$ cat src/rtl/io_pkg.sv
// Shared register map, load/store size codes and bus lane helpers for the
// memory-mapped switch/LED/timer IO block.
package io_pkg;

  typedef enum logic [2:0] {
    REG_SW     = 3'd0,
    REG_LED    = 3'd1,
    REG_TCOUNT = 3'd2,
    REG_TCMP   = 3'd3,
    REG_TCTRL  = 3'd4,
    REG_TSTAT  = 3'd5
  } reg_sel_e;

  localparam logic [2:0] F3_B  = 3'b000;
  localparam logic [2:0] F3_H  = 3'b001;
  localparam logic [2:0] F3_W  = 3'b010;
  localparam logic [2:0] F3_BU = 3'b100;
  localparam logic [2:0] F3_HU = 3'b101;

  localparam int TCTRL_EN   = 0;
  localparam int TCTRL_AR   = 1;
  localparam int TSTAT_PEND = 0;

  // Byte enables of a store; unsupported sizes produce no enables at all.
  function automatic logic [3:0] store_be(input logic [2:0] f3, input logic [1:0] lane);
    case (f3)
      F3_B:    store_be = 4'b0001 << lane;
      F3_H:    store_be = lane[1] ? 4'b1100 : 4'b0011;
      F3_W:    store_be = 4'b1111;
      default: store_be = 4'b0000;
    endcase
  endfunction

  // Replicating the low data lets the byte enables pick the right lane.
  function automatic logic [31:0] store_align(input logic [2:0] f3, input logic [31:0] wdata);
    case (f3)
      F3_B:    store_align = {4{wdata[7:0]}};
      F3_H:    store_align = {2{wdata[15:0]}};
      default: store_align = wdata;
    endcase
  endfunction

  function automatic logic [31:0] merge_be(input logic [31:0] old_v, input logic [31:0] new_v,
                                           input logic [3:0] be);
    merge_be = old_v;
    for (int i = 0; i < 4; i++)
      if (be[i]) merge_be[8*i +: 8] = new_v[8*i +: 8];
  endfunction

endpackage

$ cat src/rtl/io_dev_gen_if.sv
// CPU-side load/store bus of the IO block.
interface io_dev_gen_if;
  logic [3:0]  cs;
  logic [4:0]  addr;
  logic [2:0]  funct3;
  logic        mem_write;
  logic [31:0] wdata;
  logic [31:0] data_out;

  modport master (output cs, addr, funct3, mem_write, wdata, input data_out);
  modport slave  (input cs, addr, funct3, mem_write, wdata, output data_out);
endinterface

$ cat src/rtl/sw_debounce.sv
// One switch bit: two-flop synchroniser followed by a consecutive-cycle
// debounce counter that must see DEB_N differing cycles before accepting.
module sw_debounce #(
  parameter int DEB_N = 4
) (
  input  logic clk,
  input  logic reset,
  input  logic sw_in,
  output logic sw_stable
);
  localparam int CW = (DEB_N < 2) ? 1 : $clog2(DEB_N);

  logic          sync_p0, sync_p1;
  logic [CW-1:0] cnt;

  always_ff @(posedge clk or posedge reset) begin
    if (reset) begin
      sync_p0   <= 1'b0;
      sync_p1   <= 1'b0;
      sw_stable <= 1'b0;
      cnt       <= '0;
    end else begin
      sync_p0 <= sw_in;
      // stage boundary: synchronised value feeds the debounce counter
      sync_p1 <= sync_p0;
      if (sync_p1 == sw_stable) begin
        cnt <= '0;
      end else if (cnt == CW'(DEB_N - 1)) begin
        sw_stable <= sync_p1;
        cnt       <= '0;
      end else begin
        cnt <= cnt + CW'(1);
      end
    end
  end
endmodule

$ cat src/rtl/io_dev_gen.sv
// Memory-mapped IO device: debounced switches, LED register and a 32-bit
// compare timer with auto-reload and a write-1-clear pending interrupt.
module io_dev_gen
  import io_pkg::*;
#(
  parameter int         SW_W  = 8,
  parameter int         LED_W = 8,
  parameter int         DEB_N = 4,
  parameter logic [3:0] IO_CS = 4'd2
) (
  input  logic             clk,
  input  logic             reset,
  io_dev_gen_if.slave      bus,
  input  logic [SW_W-1:0]  sw,
  output logic [LED_W-1:0] leds_out,
  output logic             irq
);

  logic             sel, wr_en, match;
  logic [2:0]       widx;
  logic [1:0]       lane;
  logic [3:0]       be;
  logic [31:0]      wd_al, rd_word;
  logic [7:0]       rd_b;
  logic [15:0]      rd_h;
  logic [SW_W-1:0]  sw_stable;
  logic [31:0]      tcount, tcmp;
  logic [1:0]       tctrl;
  logic             pending;

  for (genvar i = 0; i < SW_W; i++) begin : g_deb
    sw_debounce #(.DEB_N(DEB_N)) u_deb (
      .clk       (clk),
      .reset     (reset),
      .sw_in     (sw[i]),
      .sw_stable (sw_stable[i])
    );
  end

  assign sel   = (bus.cs == IO_CS);
  assign wr_en = sel && bus.mem_write;
  assign widx  = bus.addr[4:2];
  assign lane  = bus.addr[1:0];
  assign be    = store_be(bus.funct3, lane);
  assign wd_al = store_align(bus.funct3, bus.wdata);
  assign match = tctrl[TCTRL_EN] && (tcount == tcmp);
  assign irq   = pending;

  always_ff @(posedge clk or posedge reset) begin
    if (reset) begin
      leds_out <= '0;
      tcount   <= '0;
      tcmp     <= '1;
      tctrl    <= '0;
      pending  <= 1'b0;
    end else begin
      if (wr_en && widx == REG_LED)
        leds_out <= LED_W'(merge_be(32'(leds_out), wd_al, be));
      if (wr_en && widx == REG_TCMP)
        tcmp <= merge_be(tcmp, wd_al, be);
      if (wr_en && widx == REG_TCTRL)
        tctrl <= 2'(merge_be({30'd0, tctrl}, wd_al, be));
      // A bus write to the counter overrides both increment and reload
      if (wr_en && widx == REG_TCOUNT)
        tcount <= merge_be(tcount, wd_al, be);
      else if (tctrl[TCTRL_EN])
        tcount <= (match && tctrl[TCTRL_AR]) ? 32'd0 : tcount + 32'd1;
      if (match)
        pending <= 1'b1;
      else if (wr_en && widx == REG_TSTAT && be[0] && wd_al[TSTAT_PEND])
        pending <= 1'b0;
    end
  end

  always_comb begin
    rd_word = '0;
    case (widx)
      REG_SW:     rd_word = 32'(sw_stable);
      REG_LED:    rd_word = 32'(leds_out);
      REG_TCOUNT: rd_word = tcount;
      REG_TCMP:   rd_word = tcmp;
      REG_TCTRL:  rd_word = {30'd0, tctrl};
      REG_TSTAT:  rd_word = {31'd0, pending};
      default:    rd_word = '0;
    endcase
    rd_b = 8'(rd_word >> {lane, 3'b000});
    rd_h = 16'(rd_word >> {lane[1], 4'b0000});
    bus.data_out = '0;
    if (sel) begin
      case (bus.funct3)
        F3_B:    bus.data_out = {{24{rd_b[7]}}, rd_b};
        F3_H:    bus.data_out = {{16{rd_h[15]}}, rd_h};
        F3_W:    bus.data_out = rd_word;
        F3_BU:   bus.data_out = {24'd0, rd_b};
        F3_HU:   bus.data_out = {16'd0, rd_h};
        default: bus.data_out = '0;
      endcase
    end
  end

endmodule
$ cat src/flat_wrapper.sv
// flat-port wrapper written by rule: the top's interface ports become plain ports
module io_dev_gen_flat import io_pkg::*;
#(
  parameter int         SW_W  = 8,
  parameter int         LED_W = 8,
  parameter int         DEB_N = 4,
  parameter logic [3:0] IO_CS = 4'd2
)
  (clk, reset, sw, leds_out, irq, bus_cs, bus_addr, bus_funct3, bus_mem_write, bus_wdata, bus_data_out);
  io_dev_gen_if bus_i ();
  input  logic clk;
  input  logic reset;
  input  logic [SW_W-1:0] sw;
  output logic [LED_W-1:0] leds_out;
  output logic irq;
  input wire logic [$bits(bus_i.cs)-1:0] bus_cs;
  input wire logic [$bits(bus_i.addr)-1:0] bus_addr;
  input wire logic [$bits(bus_i.funct3)-1:0] bus_funct3;
  input wire logic [$bits(bus_i.mem_write)-1:0] bus_mem_write;
  input wire logic [$bits(bus_i.wdata)-1:0] bus_wdata;
  output wire logic [$bits(bus_i.data_out)-1:0] bus_data_out;
  assign bus_i.cs = bus_cs;
  assign bus_i.addr = bus_addr;
  assign bus_i.funct3 = bus_funct3;
  assign bus_i.mem_write = bus_mem_write;
  assign bus_i.wdata = bus_wdata;
  assign bus_data_out = bus_i.data_out;
  io_dev_gen #(.SW_W(SW_W), .LED_W(LED_W), .DEB_N(DEB_N), .IO_CS(IO_CS)) u_core (.clk(clk), .reset(reset), .bus(bus_i), .sw(sw), .leds_out(leds_out), .irq(irq));
endmodule
$ cat config.mk
export PLATFORM = sky130hd
export DESIGN_NAME = io_dev_gen_flat
export DESIGN_NICKNAME = d
export VERILOG_FILES = /design/src/rtl/io_pkg.sv /design/src/rtl/io_dev_gen_if.sv /design/src/rtl/sw_debounce.sv /design/src/rtl/io_dev_gen.sv /design/src/flat_wrapper.sv
export SDC_FILE = /design/constraint.sdc
export NUM_CORES = 1
export LEC_CHECK = 0
export CAP_MARGIN = 25
export CORE_UTILIZATION = 55
export DETAILED_ROUTE_END_ITERATION = 12
export GPL_TIMING_DRIVEN = 0
export PLACE_DENSITY_LB_ADDON = 0.12
export SETUP_SLACK_MARGIN = 0.4
export SYNTH_ARGS = -nofsm -noshare
export SYNTH_HDL_FRONTEND = slang
export SYNTH_SLANG_ARGS = --single-unit
$ cat constraint.sdc
create_clock -name clk -period 4.9 [get_ports clk]
set_input_delay 0.735 -clock clk [delete_from_list [all_inputs] [get_ports clk]]
set_output_delay 0.735 -clock clk [all_outputs]
set_load 0.05 [all_outputs]
==> run metrics, run 1 <==
GRT Util Overall 0.390; post-synth top area share 0.282; Final Non-Filler Cells 1109; DRT Pass-1 Iters 5; clk_lat worst skew 430 ps; Synth async-reset ratio 1.00; global-route wire length before repair 40600 um; Tcrit/Tclk final 0.894; WP buf/inv 5; CP max stage delay 820 ps; Netlist Area Pre-Place 0.00736 sq mm; cell taking the most area after synthesis dfrtp_1; die outline width 118 um; vias in the first global route 6994; Worst slew margin 0.363; warning count from the yosys run 0; row count 41; Slew Viols, Final 0; Clock Root Buffer clkbuf_16; Routed Antenna Nets 0; crit path time final 4380 ps; critical path startpoint category input port; crit-path cells clkdlybuf4s50_1 > clkbuf_1 > nor3_1 > buf_1 > o211ai_1 > buf_4 > a21oi_1 > clkdlybuf4s50_1; Leakage Power 3.80 nW; # clock sinks 115; RePlAce Congestion 0.983; Hold Crit Class reg2reg; Pwr Density 332 mW/mm^2; I/O Buffers 93; maximum vdd ir drop 0.000300 V; post-synthesis area per instance 9.10 sq um; Final Setup Violations 0; DRC violations left 0; most frequent cell after synthesis nor2_1; CTS tree built; CP Max Fanout 10; EDFF count, synth 0; global route overflow 0; register bit total from synthesis 115; die area 0.0139 sq mm; vias per inst 6.60; hold_buf cts 0; Die Y 118 um; starting density of the core 0.574; RSZ-0062 raised after global routing false; Area growth syn-to-layout 24.0%; Ports 96; FMAX 228 MHz; HPWL after DPL 19700 um; layout cell share with drive strength beyond 1 0.154; Setup Crit Path Kind in2out; clk slew on worst S/H paths 60 ps; Critical Path Sink Type primary output; Most Frequent Cell on Critical Path clkdlybuf4s50_1; Netlist cell types 65; initial antenna violation count 1; depth of the CTS H-tree 4; CTS Buf Count 17; antenna cells 0; Critical Path RT 4160 ps; Synth Flop Type dfrtp_1; Finished Core Util 0.712; Synth area leaders dfrtp_1 (28%), dfstp_2 (11%), mux2_2 (6.9%); critical path's slowest cell clkdlybuf4s50_1; Synth top cells by count nor2_1 (89), a21oi_1 (88), dfrtp_1 (83), nand2_1 (62), mux2i_1 (49); DRT iter0 DRCs 872; Layout Nets 988; register area share after synthesis 0.396; fill count 974; skew final 5.89 ps; cell total after placement 1075; Mapped Cells 809; WHS 340 ps; pin count of the biggest net entering global routing 70; DRT Wirelength 26400 um; core box area 0.0128 sq mm; endpoint arrival time on the critical path 3650 ps; Max-Cap Viols 0; status finished, final reports clean; Net Count, Synth 873; Hold Vio Cnt, Final 0; CTS Buffer Depth 2; vias 7315; kind of cell adding the most delay to the critical path buffers and inverters; Worst-Margin Slew 948 ps; drt wl/cell 23.8 um
-- worst reg2reg max path: cells and delay by family, from the launching register on --
kind	cells	cell delay [ps]
xor+xnor	1	180
simple gates	1	80
compound gates	4	1610
flops	1	320
buf+inv	2	760
-- layer usage --
layer | global-route usage | up-vias | wire, um
met3 | 0.0833 | 101 | 2750
met5 | 0 | - | 0
met2 | 0.590 | 519 | 11900
li1 | - | 3167 | -
met1 | 0.530 | 3528 | 10600
met4 | 0.191 | 0 | 1200
-- power by group --
| group | total [W] | switching, W | internal, W |
|---|---|---|---|
| logic | 0.000611 | 0.000330 | 0.000281 |
| registers | 0.00121 | 0.000126 | 0.00109 |
| clock network | 0.00120 | 0.000466 | 0.000737 |
-- logic make-up (layout without fill, tap and decap cells) --
logic type,count (synthesis),after routing,synth area share
simple gates,283,283,0.187
compound gates,187,187,0.158
flops,115,115,0.396
mux,101,101,0.157
buf+inv,74,202,0.0391
xor+xnor,40,40,0.0476
fa+ha+maj,9,9,0.0153
-- layout by cell type, fill, tap and decap left out, types with 6 or more instances in the layout --
cell type	Yosys	layout
nor4_1	7	7
clkbuf_1	38	35
nor2_1	89	89
clkbuf_16	0	17
a21oi_1	88	88
nor3_1	29	29
dlygate4sd2_1	0	22
a22oi_1	22	22
nand3_1	26	26
nor2b_1	17	17
nand4_1	18	18
mux4_2	7	7
clkinvlp_4	0	6
inv_1	25	24
o21ai_0	18	18
mux2i_1	49	49
o22ai_1	12	12
ha_1	9	9
buf_2	8	8
dfstp_2	32	32
and3_1	6	6
nand2_1	62	62
xnor2_1	39	39
dfrtp_1	83	83
clkdlybuf4s50_1	0	65
dlymetal6s2s_1	0	6
mux2_2	45	45
-- through the flow --
stage	setup TNS, ps	power [W]	setup slack, ps	cell area, sq um
global placement	-22430	0.00175	-266	8510
global route	0	0.00313	392	9130
finish	0	0.00303	518	9130
CTS	0	0.00301	214	9110
detailed placement	-1150	0.00180	-174	8530
floorplan	0	0.00157	1170	7360
-- worst paths after layout --
path / from / cells past startpoint / slack (ps) / end
max in group asynchronous: reset / 3 / 3230 / u_core.tcmp[12]
min in group asynchronous: reset / 2 / 840 / u_core.g_deb[1].u_deb.cnt[1]
setup reg to reg: u_core.tcount[10] / 8 / 1830 / u_core.tcount[0]
setup / recovery: bus_funct3[0] / 8 / 520 / bus_data_out[14]
hold / removal: u_core.g_deb[4].u_deb.sync_p0 / 0 / 340 / u_core.g_deb[4].u_deb.sync_p1
hold reg to reg: u_core.g_deb[4].u_deb.sync_p0 / 0 / 340 / u_core.g_deb[4].u_deb.sync_p1
-- registers in the layout, indices dropped and copies added (netlist names) --
register / flops
u_core.g_deb.u_deb.cnt: 16
u_core.g_deb.u_deb.sw_stable: 8
u_core.g_deb.u_deb.sync_p0: 8
u_core.g_deb.u_deb.sync_p1: 8
u_core.irq: 1
u_core.leds_out: 8
u_core.tcmp: 32
u_core.tcount: 32
u_core.tctrl: 2
-- area by class of cell --
class | instances | area, sq um | share of cell area
buffer | 49 | 203 | 0.0222
clock buffer | 21 | 470 | 0.0515
clock inverter | 11 | 103 | 0.0112
inverter | 25 | 96.3 | 0.0106
multi-input combinational | 620 | 4170 | 0.457
sequential | 115 | 2920 | 0.320
tap | 172 | 215 | 0.0236
timing repair buffer | 96 | 953 | 0.104
-- repair_timing --
| item | 4_1_cts | 5_1_grt |
|---|---|---|
| setup endpoints to repair | 31 | 16 |
| resized for setup | 26 | 13 |
| pin swaps | 2 | 0 |
| setup buffers | 2 | 0 |
Note: power is estimated with default switching activity, not from simulation.
==> run 2, diff against run 1 <==
==> constraint.sdc (replaced) <==
create_clock -name clk -period 4.5 [get_ports clk]
set_input_delay 0.675 -clock clk [delete_from_list [all_inputs] [get_ports clk]]
set_output_delay 0.675 -clock clk [all_outputs]
set_load 0.05 [all_outputs]
==> run 2 against run 1 <==
Die area unchanged. Core utilization decreased by 0.30 points. Flip-flop and latch count is the same. Clock power grew 9%. Critical path type unchanged.
==> run metrics, run 2 (synthesis results as in run 1) <==
skew final 11.6 ps (+5.71 ps); vias per inst 6.62 (+0.36%); DRT Pass-1 Iters 9 (+4); fill count 970 (-0.41%); Setup Crit Path Kind in2out; Ports 96 (unchanged); Worst slew margin 0.380 (+0.0167); Clock Root Buffer clkbuf_16; crit-path cells clkdlybuf4s50_1 > clkbuf_2 > nor3b_4 > a21boi_1 > clkbuf_2 > a22oi_1 > a21oi_1 > clkdlybuf4s15_1; setup ws final 435 ps (-82.7 ps); critical path startpoint category input port; Slew Viols, Final 0 (unchanged); Most Frequent Cell on Critical Path clkbuf_2; antenna cells 0 (unchanged); CP max stage delay 520 ps (-300 ps); largest registers u_core.tcmp x32, u_core.tcount x32, u_core.g_deb.u_deb.cnt x16; Routed Antenna Nets 0 (unchanged); hold_buf cts 0 (unchanged); vias in the first global route 7007 (+0.19%); global route overflow 0 (unchanged); HPWL after DPL 19700 um (unchanged); endpoint arrival time on the critical path 3390 ps (-260 ps); clk slew on worst S/H paths 60 ps (about the same); drt wl/cell 23.8 um (-0.12%); FMAX 246 MHz; RePlAce Congestion 0.983 (unchanged); Critical Path Sink Type primary output; depth of the CTS H-tree 4 (unchanged); global-route wire length before repair 40600 um (about the same); Hold Vio Cnt, Final 0 (unchanged); Area growth syn-to-layout 23.4%; reg-to-reg setup timing slack 1420 ps (-410 ps); status finished, final reports clean; CTS Buf Count 17 (unchanged); starting density of the core 0.574 (unchanged); Setup Slack @ Placement -454 ps (-280 ps); Final Setup Violations 0 (unchanged); vias 7348 (+0.45%); worst-case hold path end point u_core.g_deb[4].u_deb.sync_p1; Worst R2R End u_core.tcount[6]; Worst-Margin Slew 923 ps (-24.9 ps); RR Startpoint u_core.tcount[10]; maximum vdd ir drop 0.000329 V (+9.5%); RSZ-0062 raised after global routing true; DRT iter0 DRCs 923 (+5.8%); Leakage Power 3.71 nW (-2.2%); Critical Path RT 3830 ps (-330 ps); CTS tree built; CP Max Fanout 10 (unchanged); # clock sinks 115 (unchanged); CTS Buffer Depth 2 (unchanged); crit path time final 4060 ps; pin count of the biggest net entering global routing 70 (unchanged); Layout Nets 989 (+0.10%); critical path's slowest cell clkdlybuf4s50_1; Max-Cap Viols 0 (unchanged); Pwr Density 363 mW/mm^2 (+9.5%); Finished Core Util 0.709 (-0.00302); Register-to-Register Path Depth 8 (unchanged); I/O Buffers 93 (unchanged); core box area 0.0128 sq mm (unchanged); hold wc startpoint u_core.g_deb[4].u_deb.sync_p0; GRT Util Overall 0.390 (unchanged); commonest non-fill, non-tap cells in the layout a21oi_1 (88), nor2_1 (88), dfrtp_1 (83), nand2_1 (62), clkdlybuf4s50_1 (61); die outline width 118 um (unchanged); Hold Crit Class reg2reg; die area 0.0139 sq mm (unchanged); clk_lat worst skew 440 ps (about the same); hold depth 0 (unchanged); Die Y 118 um (unchanged); row count 41 (unchanged); DRC violations left 0 (unchanged); layout cell share with drive strength beyond 1 0.180 (+0.0265); Design Power 0.00330 W (+9.0%); Tcrit/Tclk final 0.903; initial antenna violation count 1 (unchanged); DRT Wirelength 26400 um (about the same)
-- run 2: cell types whose count changed in the layout (fill, tap and decap cells not counted), sizes merged --
cell,delta
dlymetal6s2s,-3
clkdlybuf4s15,+7
buf,+2
dlygate4sd2,-15
clkbuf,+14
clkdlybuf4s50,-4
-- run 2: per-layer routing --
metal  vias to the layer above  share of wire  track usage
met5                         -              0            0
met4                         0          0.048        0.186
met3                       117           0.12       0.0867
met2                       569           0.44        0.592
met1                      3495           0.39        0.528
li1                       3167              -            -
-- run 2: worst max-delay path, delay by kind of cell --
kind	cells	cell delay, ps
buffers and inverters	4	1590
AO/OA/AOI/OAI	3	700
AND/OR/NAND/NOR	1	410
-- run 2: repair_timing --
action	in CTS	in global routing
buffers inserted	2	1
resized for setup	51	41
pin swaps	2	1
setup endpoints to repair	32	29
-- run 2: final cells by class --
class / count / area, sq um / share of cell area
clock buffers: 21 / 470 / 0.0518
clock inverters: 11 / 103 / 0.0113
well taps: 172 / 215 / 0.0237
multi-input cells: 620 / 4170 / 0.459
repair buffers: 97 / 902 / 0.0993
plain buffers: 49 / 213 / 0.0234
inverters: 25 / 96.3 / 0.0106
flip-flops and latches: 115 / 2920 / 0.321
-- run 2: through the flow --
| step | hold WS [ps] | cell area [sq um] | instances | TNS, ps |
|---|---|---|---|---|
| 6_report | 341 | 9090 | 1110 | 0 |
| 5_1_grt | 345 | 9090 | 1110 | 0 |
| 4_1_cts | 343 | 9120 | 1109 | 0 |
| 3_5_place_dp | 336 | 8530 | 1075 | -6420 |
| 3_3_place_gp | 333 | 8510 | 1074 | -55850 |
| 2_1_floorplan | 331 | 7360 | 809 | 0 |
-- run 2: worst max-delay path by stage --
| stage | startpoint | endpoint | slack (ps) | depth (start not counted) |
|---|---|---|---|---|
| finish | bus_funct3[0] | bus_data_out[13] | 440 | 8 |
| global route | bus_addr[1] | bus_data_out[6] | 320 | 8 |
| CTS | bus_funct3[0] | bus_data_out[13] | 360 | 8 |
| detailed placement | bus_funct3[0] | bus_data_out[13] | -450 | 8 |
| global placement | reset | u_core.g_deb[5].u_deb.sync_p0 | -610 | 2 |
| floorplan | reset | u_core.g_deb[0].u_deb.cnt[0] | 830 | 1 |
-- run 2: power by group --
group / switching (W) / internal (W) / total (W)
logic: 0.000360 / 0.000307 / 0.000667
clock network: 0.000510 / 0.000802 / 0.00131
registers: 0.000137 / 0.00118 / 0.00132
